==> config.mk <==
export PLATFORM = sky130hd
export DESIGN_NAME = cpu_sequencer
export DESIGN_NICKNAME = d
export VERILOG_FILES = /design/src/rtl/cpu_sequencer.sv
export SDC_FILE = /design/constraint.sdc
export NUM_CORES = 1
export LEC_CHECK = 0
export BUFFER_PORTS_ARGS = -buffer_cell sky130_fd_sc_hd__buf_4
export CAP_MARGIN = 0
export CORE_MARGIN = 3
export CORE_UTILIZATION = 49
export DETAILED_ROUTE_END_ITERATION = 7
export GPL_ROUTABILITY_DRIVEN = 0
export MAX_ROUTING_LAYER = met4
export PLACE_DENSITY = 0.85
export SLEW_MARGIN = 10
export SYNTH_ARGS = -nofsm -noshare
export SYNTH_HDL_FRONTEND = slang
export SYNTH_SLANG_ARGS = --single-unit
export TNS_END_PERCENT = 30
==> constraint.sdc <==
create_clock -name clk -period 1.5 [get_ports clk]
set_input_delay 0.225 -clock clk [delete_from_list [all_inputs] [get_ports clk]]
set_output_delay 0.225 -clock clk [all_outputs]
set_load 0.05 [all_outputs]
==> src/rtl/cpu_sequencer.sv <==
// rtl/cpu_sequencer.sv - fetch/decode/execute sequencer with ROM wait-state timeout
module cpu_sequencer #(
    parameter int ACK_TIMEOUT = 15
) (
    input  logic       clk,
    input  logic       rst_n,
    input  logic       run,
    output logic       rom_req,
    output logic [3:0] rom_addr,
    input  logic       rom_ack,
    input  logic [7:0] rom_data,
    output logic [7:0] ir,
    input  logic       dl0,
    input  logic       dl1,
    input  logic       dl2,
    input  logic       dl3,
    input  logic       dhlt,
    input  logic [3:0] alu_y,
    input  logic       alu_c,
    output logic [2:0] ld,
    output logic [3:0] pc,
    output logic       zf,
    output logic       halted,
    output logic       fault
);

    typedef enum logic [2:0] {
        S_IDLE,
        S_FETCH,
        S_DECODE,
        S_EXEC,
        S_HALT,
        S_FAULT
    } state_t;

    state_t     state;
    state_t     state_n;
    logic [7:0] wait_cnt;
    logic       timeout;

    // Widened compare so ACK_TIMEOUT=255 does not overflow the 8-bit counter.
    assign timeout  = (({1'b0, wait_cnt} + 9'd1) == 9'(ACK_TIMEOUT));
    assign rom_addr = pc;

    always_comb begin
        state_n = state;
        rom_req = 1'b0;
        ld      = 3'b000;
        halted  = 1'b0;
        fault   = 1'b0;
        case (state)
            S_IDLE: begin
                if (run) state_n = S_FETCH;
            end
            S_FETCH: begin
                rom_req = 1'b1;
                if (rom_ack)      state_n = S_DECODE;
                else if (timeout) state_n = S_FAULT;
            end
            S_DECODE: begin
                state_n = dhlt ? S_HALT : S_EXEC;
            end
            S_EXEC: begin
                ld      = {dl2, dl1, dl0};
                state_n = run ? S_FETCH : S_IDLE;
            end
            S_HALT: begin
                halted = 1'b1;
            end
            S_FAULT: begin
                fault = 1'b1;
            end
            default: state_n = S_IDLE;
        endcase
    end

    always_ff @(posedge clk) begin
        if (!rst_n) begin
            state    <= S_IDLE;
            wait_cnt <= 8'd0;
            pc       <= 4'd0;
            ir       <= 8'h00;
            zf       <= 1'b0;
        end else begin
            state <= state_n;
            if (state != S_FETCH && state_n == S_FETCH)
                wait_cnt <= 8'd0;
            else if (state == S_FETCH && !rom_ack)
                wait_cnt <= wait_cnt + 8'd1;
            if (state == S_FETCH && rom_ack)
                ir <= rom_data;
            if (state == S_EXEC) begin
                zf <= alu_c;
                pc <= dl3 ? alu_y : pc + 4'd1;
            end
        end
    end

endmodule

### Word-level counts from Yosys, hierarchy flattened

Cells that the tools add are included.

| word-level totals | value |
|---|---|
| latch bits | 0 |
| memories | 0 |
| register bits | 24 |
| bits in read-only memories | 0 |
| output and inout bits | 23 |
| RAM bits | 0 |

| cells by class | value |
|---|---|
| div/mod/pow operators | 0 |
| mux-type cells | 11 |
| add/sub/neg operators | 3 |
| multiply operators | 0 |
| bitwise operators | 1 |
| reduce and logical (&&, ||, !) cells | 7 |
| equal/unequal tests | 8 |
| shift-type cells | 0 |
| order comparisons | 0 |

Operators with widths:

| kind | number |
|---|---|
| two-way mux 3 bit | 5 |
| case mux 3 bit (5 select lines) | 1 |
| adder 8 x 1 -> 9 bit (second input constant) | 1 |
| equality test 9 x 4 -> 1 bit (second input constant) | 1 |
| adder 8 x 1 -> 8 bit (second input constant) | 1 |
| equality test 3 x 1 -> 1 bit (second input constant) | 2 |
| equality test 3 x 2 -> 1 bit (second input constant) | 2 |
| equality test 3 bit (second input constant) | 2 |
| adder 4 x 1 -> 4 bit (second input constant) | 1 |
| two-way mux 1 bit | 4 |
| two-way mux 4 bit | 1 |
| OR reduction 2 bit | 2 |
| logical AND 1 bit | 3 |
| logical NOT 3 bit | 1 |
| != test 3 x 1 -> 1 bit (second input constant) | 1 |
| logical NOT 1 bit | 1 |
| inverter 1 bit | 1 |

### Depth between registers and ports, before layout

| depth | value |
|---|---|
| word-level depth | 8 |
| depth in mapped cells | 6 |

### Worst setup path after synthesis

OpenSTA, ideal clock, no wires.

| path | value |
|---|---|
| kind | reg2reg |
| start | register state[1] |
| end | register ir[0] |
| arrival time | 1,740 ps |
| clock period less this slack | 1,857 ps |
| path slack | -357 ps |
| data required time | 1,383 ps |
| cell stages (with the launch flop) | 7 |
| cells stage by stage | dfxtp_1 > buf_6 > nor3b_2 > and2_1 > buf_4 > mux2i_1 > nor2b_1 |

| between the ends | value |
|---|---|
| cells in the longest elaborated chain, start to end | 2 |

RTL lines:

| element | line | RTL |
|---|---|---|
| start: declaration | 36 | `state_t state;` |
| start signal: assignment | 85 | `state <= state_n;` |
| equality test 3 x 1 -> 1 bit | 90 | `if (state == S_FETCH && rom_ack)` |
| logical AND 1 bit | 90 |  |
| end signal: assignment | 91 | `ir <= rom_data;` |
| end: declaration | 12 | `output logic [7:0] ir,` |

Every way passes these cells.
A chain may end at the register's enable or synchronous reset.

### Worst setup path in the final report

| path | value |
|---|---|
| start | register state[2] |
| end | output ld[0] |

| between the ends | value |
|---|---|
| cells in the longest elaborated chain, start to end | 2 |

RTL lines:

| element | line | RTL |
|---|---|---|
| equality test 3 x 2 -> 1 bit | 51 | `case (state)` |
| two-way mux 3 bit | 51 |  |
| end: declaration | 20 | `output logic [2:0] ld,` |

Every way passes these cells.

==> metrics.yaml <==
worst_setup_path:
  critical_path_class: "flip-flop to output port"
  start_kind: "flip-flop"
  end_kind: "output port"
  crit_arrival_ns: 1.28
  worstPathMaxFanout: 4
  critPathRequiredTime_ns: 1.27
synthesis:
  yosys.area.top_type_share_pct: 37.4
  synth_edf_count: 0
  synth_fp_nets: 166
  syn_inst: 141
  synth_largest_area_cell: "dfxtp_1"
  synth.avg_cell_area_um2: 9.10
  dominantRegCellSynth: "dfxtp_1"
  synth_warnings: 0
  synth_seq_cells: 24
  synth_seq_area_share_pct: 37.4
  ys_top_cells_by_count: "24 x dfxtp_1, 12 x nor2b_1, 11 x mux2i_1, 11 x nor2_1, 8 x xor2_1"
  syn_area_um2: 1280
  synth_cell_type_count: 37
  yosysMostFrequentCell: "dfxtp_1"
  async_flop_share_pct: 0
  netlist_top_cells_area: "dfxtp_1 37%, mux2i_1 8.6%, nor2b_1 5.8%"
clock_tree:
  htreeDepth: 1
  cts_made_buffers: 3
  path_clk_slew_ns: 0.14
  root_buffer: "clkbuf_4"
  cts_sinks: 24
  clkLatencyLatePin_ns: 0.32
  hold_buffers: 0
  clock_path_buffers: 2
  cts_tree: "done"
layout:
  drive_above_1_share_pct: 38.6
  fin_util_pct: 77.2
  area_delta_synth_final_pct: 40.6
  nNetsFinal: 215
  diodes: 0
  final_area_um2: 1810
  stdcell_count: 217
grt:
  grt_max_degree: 19
  grt_usage_pct: 19.8
  grt_pass1_vias: 1070
  gr-total-overflow: 0
  grt_pass1_wl_um: 4990
  grt_antenna_before_repair: 0
die:
  coreArea_um2: 2340
  die_h_um: 57.2
  die-area_um2: 3270
  ios: 45
  start_util_pct: 54.9
  dieWidth_um: 57.2
  rows: 17
placed_design:
  place_hpwl_um: 2210
  placed_cell_area_um2: 1660
  io_buffers: 44
  dp_cells: 209
  pre_cts_slack_ns: 0.0726
timing:
  finalCritPeriodShare_pct: 100
  final_max_slew_viol_count: 0
  setup_viol: 3
  tns_ns: -0.00475
  fin_crit_ns: 1.50
  fmax_mhz: 666
  tightestPinTransition_ns: 0.255
  worst_slack_ns: -0.00219
  slew-limit-headroom_pct: 82.7
  hold_viol_final: 0
  rsz0062_at_grt: "true"
  finalClockSkew_ns: 0.00501
power:
  p_per_area_nw_per_um2: 805
  p_leak_nw: 0.790
  vdd_drop_max_v: 0.000557
detailed_routing:
  vias: 1146
  drtIter0Drc: 34
  ant_nets: 0
  routedWlPerCell_um: 14.6
  wl_um: 3180
  dr.pass1.iters: 4
  vias_per_cell: 5.28
  drcViolationCount: 0
run:
  cap_violations: 0
outcome:
  outcome: "complete, but fails checks"
  violations: "setup timing"
worst_hold_path:
  hold_path_class: "input port to flip-flop"
-- report_power, final --
part	internal, mW	total (mW)	switching (mW)	leakage (nW)
sequential	0.657	0.677	0.0206	0.196
combinational	0.144	0.308	0.163	0.565
clock	0.270	0.469	0.199	0.0279
total	1.07	1.45	0.383	0.790
-- cell families after synthesis --
group | Yosys count | share of synthesized area, %
and+or+nand+nor | 60 | 28.2
adders and majority gates | 3 | 2.92
muxes | 11 | 8.58
buffers and inverters | 16 | 7.51
AOI/OAI and AO/OA | 17 | 8.58
xor gates and xnor gates | 10 | 6.82
DFF | 24 | 37.4
-- placed cells by master (no fill, tap or decap), types with 3 or more instances in the layout --
cell type | synthesis | routed
and2_4 | 0 | 3
and3_1 | 4 | 3
buf_4 | 5 | 49
buf_6 | 2 | 3
buf_8 | 0 | 4
clkbuf_4 | 0 | 3
dfxtp_1 | 24 | 21
ha_1 | 3 | 3
mux2i_1 | 11 | 11
nand2_1 | 6 | 6
nand3_1 | 5 | 5
nand4_1 | 3 | 3
nor2_1 | 11 | 11
nor2b_1 | 12 | 12
o21ai_0 | 5 | 5
xor2_1 | 8 | 8
-- final cells by class --
cell class	count	area, um^2
flip-flops and latches	24	489
clock buffers	3	22.5
multi-input cells	101	731
well taps	28	35.0
fillers	161	534
inverters	3	16.3
clock inverters	1	30.0
repair buffers	57	482
-- metal layers --
metal / global-route usage [%] / vias to the layer above / routed length (um) / share of wire [%]
li1: - / 587 / - / -
met1: 24.4 / 518 / 1390 / 44
met2: 32.1 / 37 / 1570 / 50
met3: 3.85 / 4 / 172 / 5.4
met4: 7.28 / 0 / 42 / 1.3
met5: - / - / 0 / 0
-- worst max-delay path: stages, from the launching register on --
cell     delay (ns)
dfxtp_4        0.39
and3b_2        0.28
and2_4         0.16
buf_8          0.14
-- path summary, 6_finish.rpt --
kind | start | to | slack (ns) | cells past startpoint
min reg2reg | ir[2]$_SDFFE_PN0P_ | ir[2]$_SDFFE_PN0P_ | 0.54 | 2
max | state[2]$_SDFF_PN0_ | ld[0] | -0.002 | 3
min | rom_data[2] | ir[2]$_SDFFE_PN0P_ | 0.16 | 3
max reg2reg | state[1]$_SDFF_PN0_ | wait_cnt[7]$_SDFFE_PP0P_ | 0.09 | 6
-- sequential cells by signal, summed over array words and instances, names as in the netlist --
name,cells
wait_cnt,8
state,3
ir,8
pc,4
zf,1
-- stage by stage --
step | power (mW) | hold WS (ns)
final | 1.45 | 0.164
after global routing | 1.51 | 0.164
after CTS | 1.46 | 0.156
after detailed placement | 0.984 | 0.499
after global placement | 0.972 | 0.488
after floorplan | 0.871 | 0.394
-- what timing repair did --
| action | 4_1_cts | 5_1_grt |
|---|---|---|
| setup endpoints to repair | 6 | 8 |
| cloned | 0 | 0 |
| pin swaps | 0 | 3 |
| buffers inserted | 4 | 0 |
| resized for setup | 13 | 10 |
Note: power is estimated with default switching activity, not from simulation.
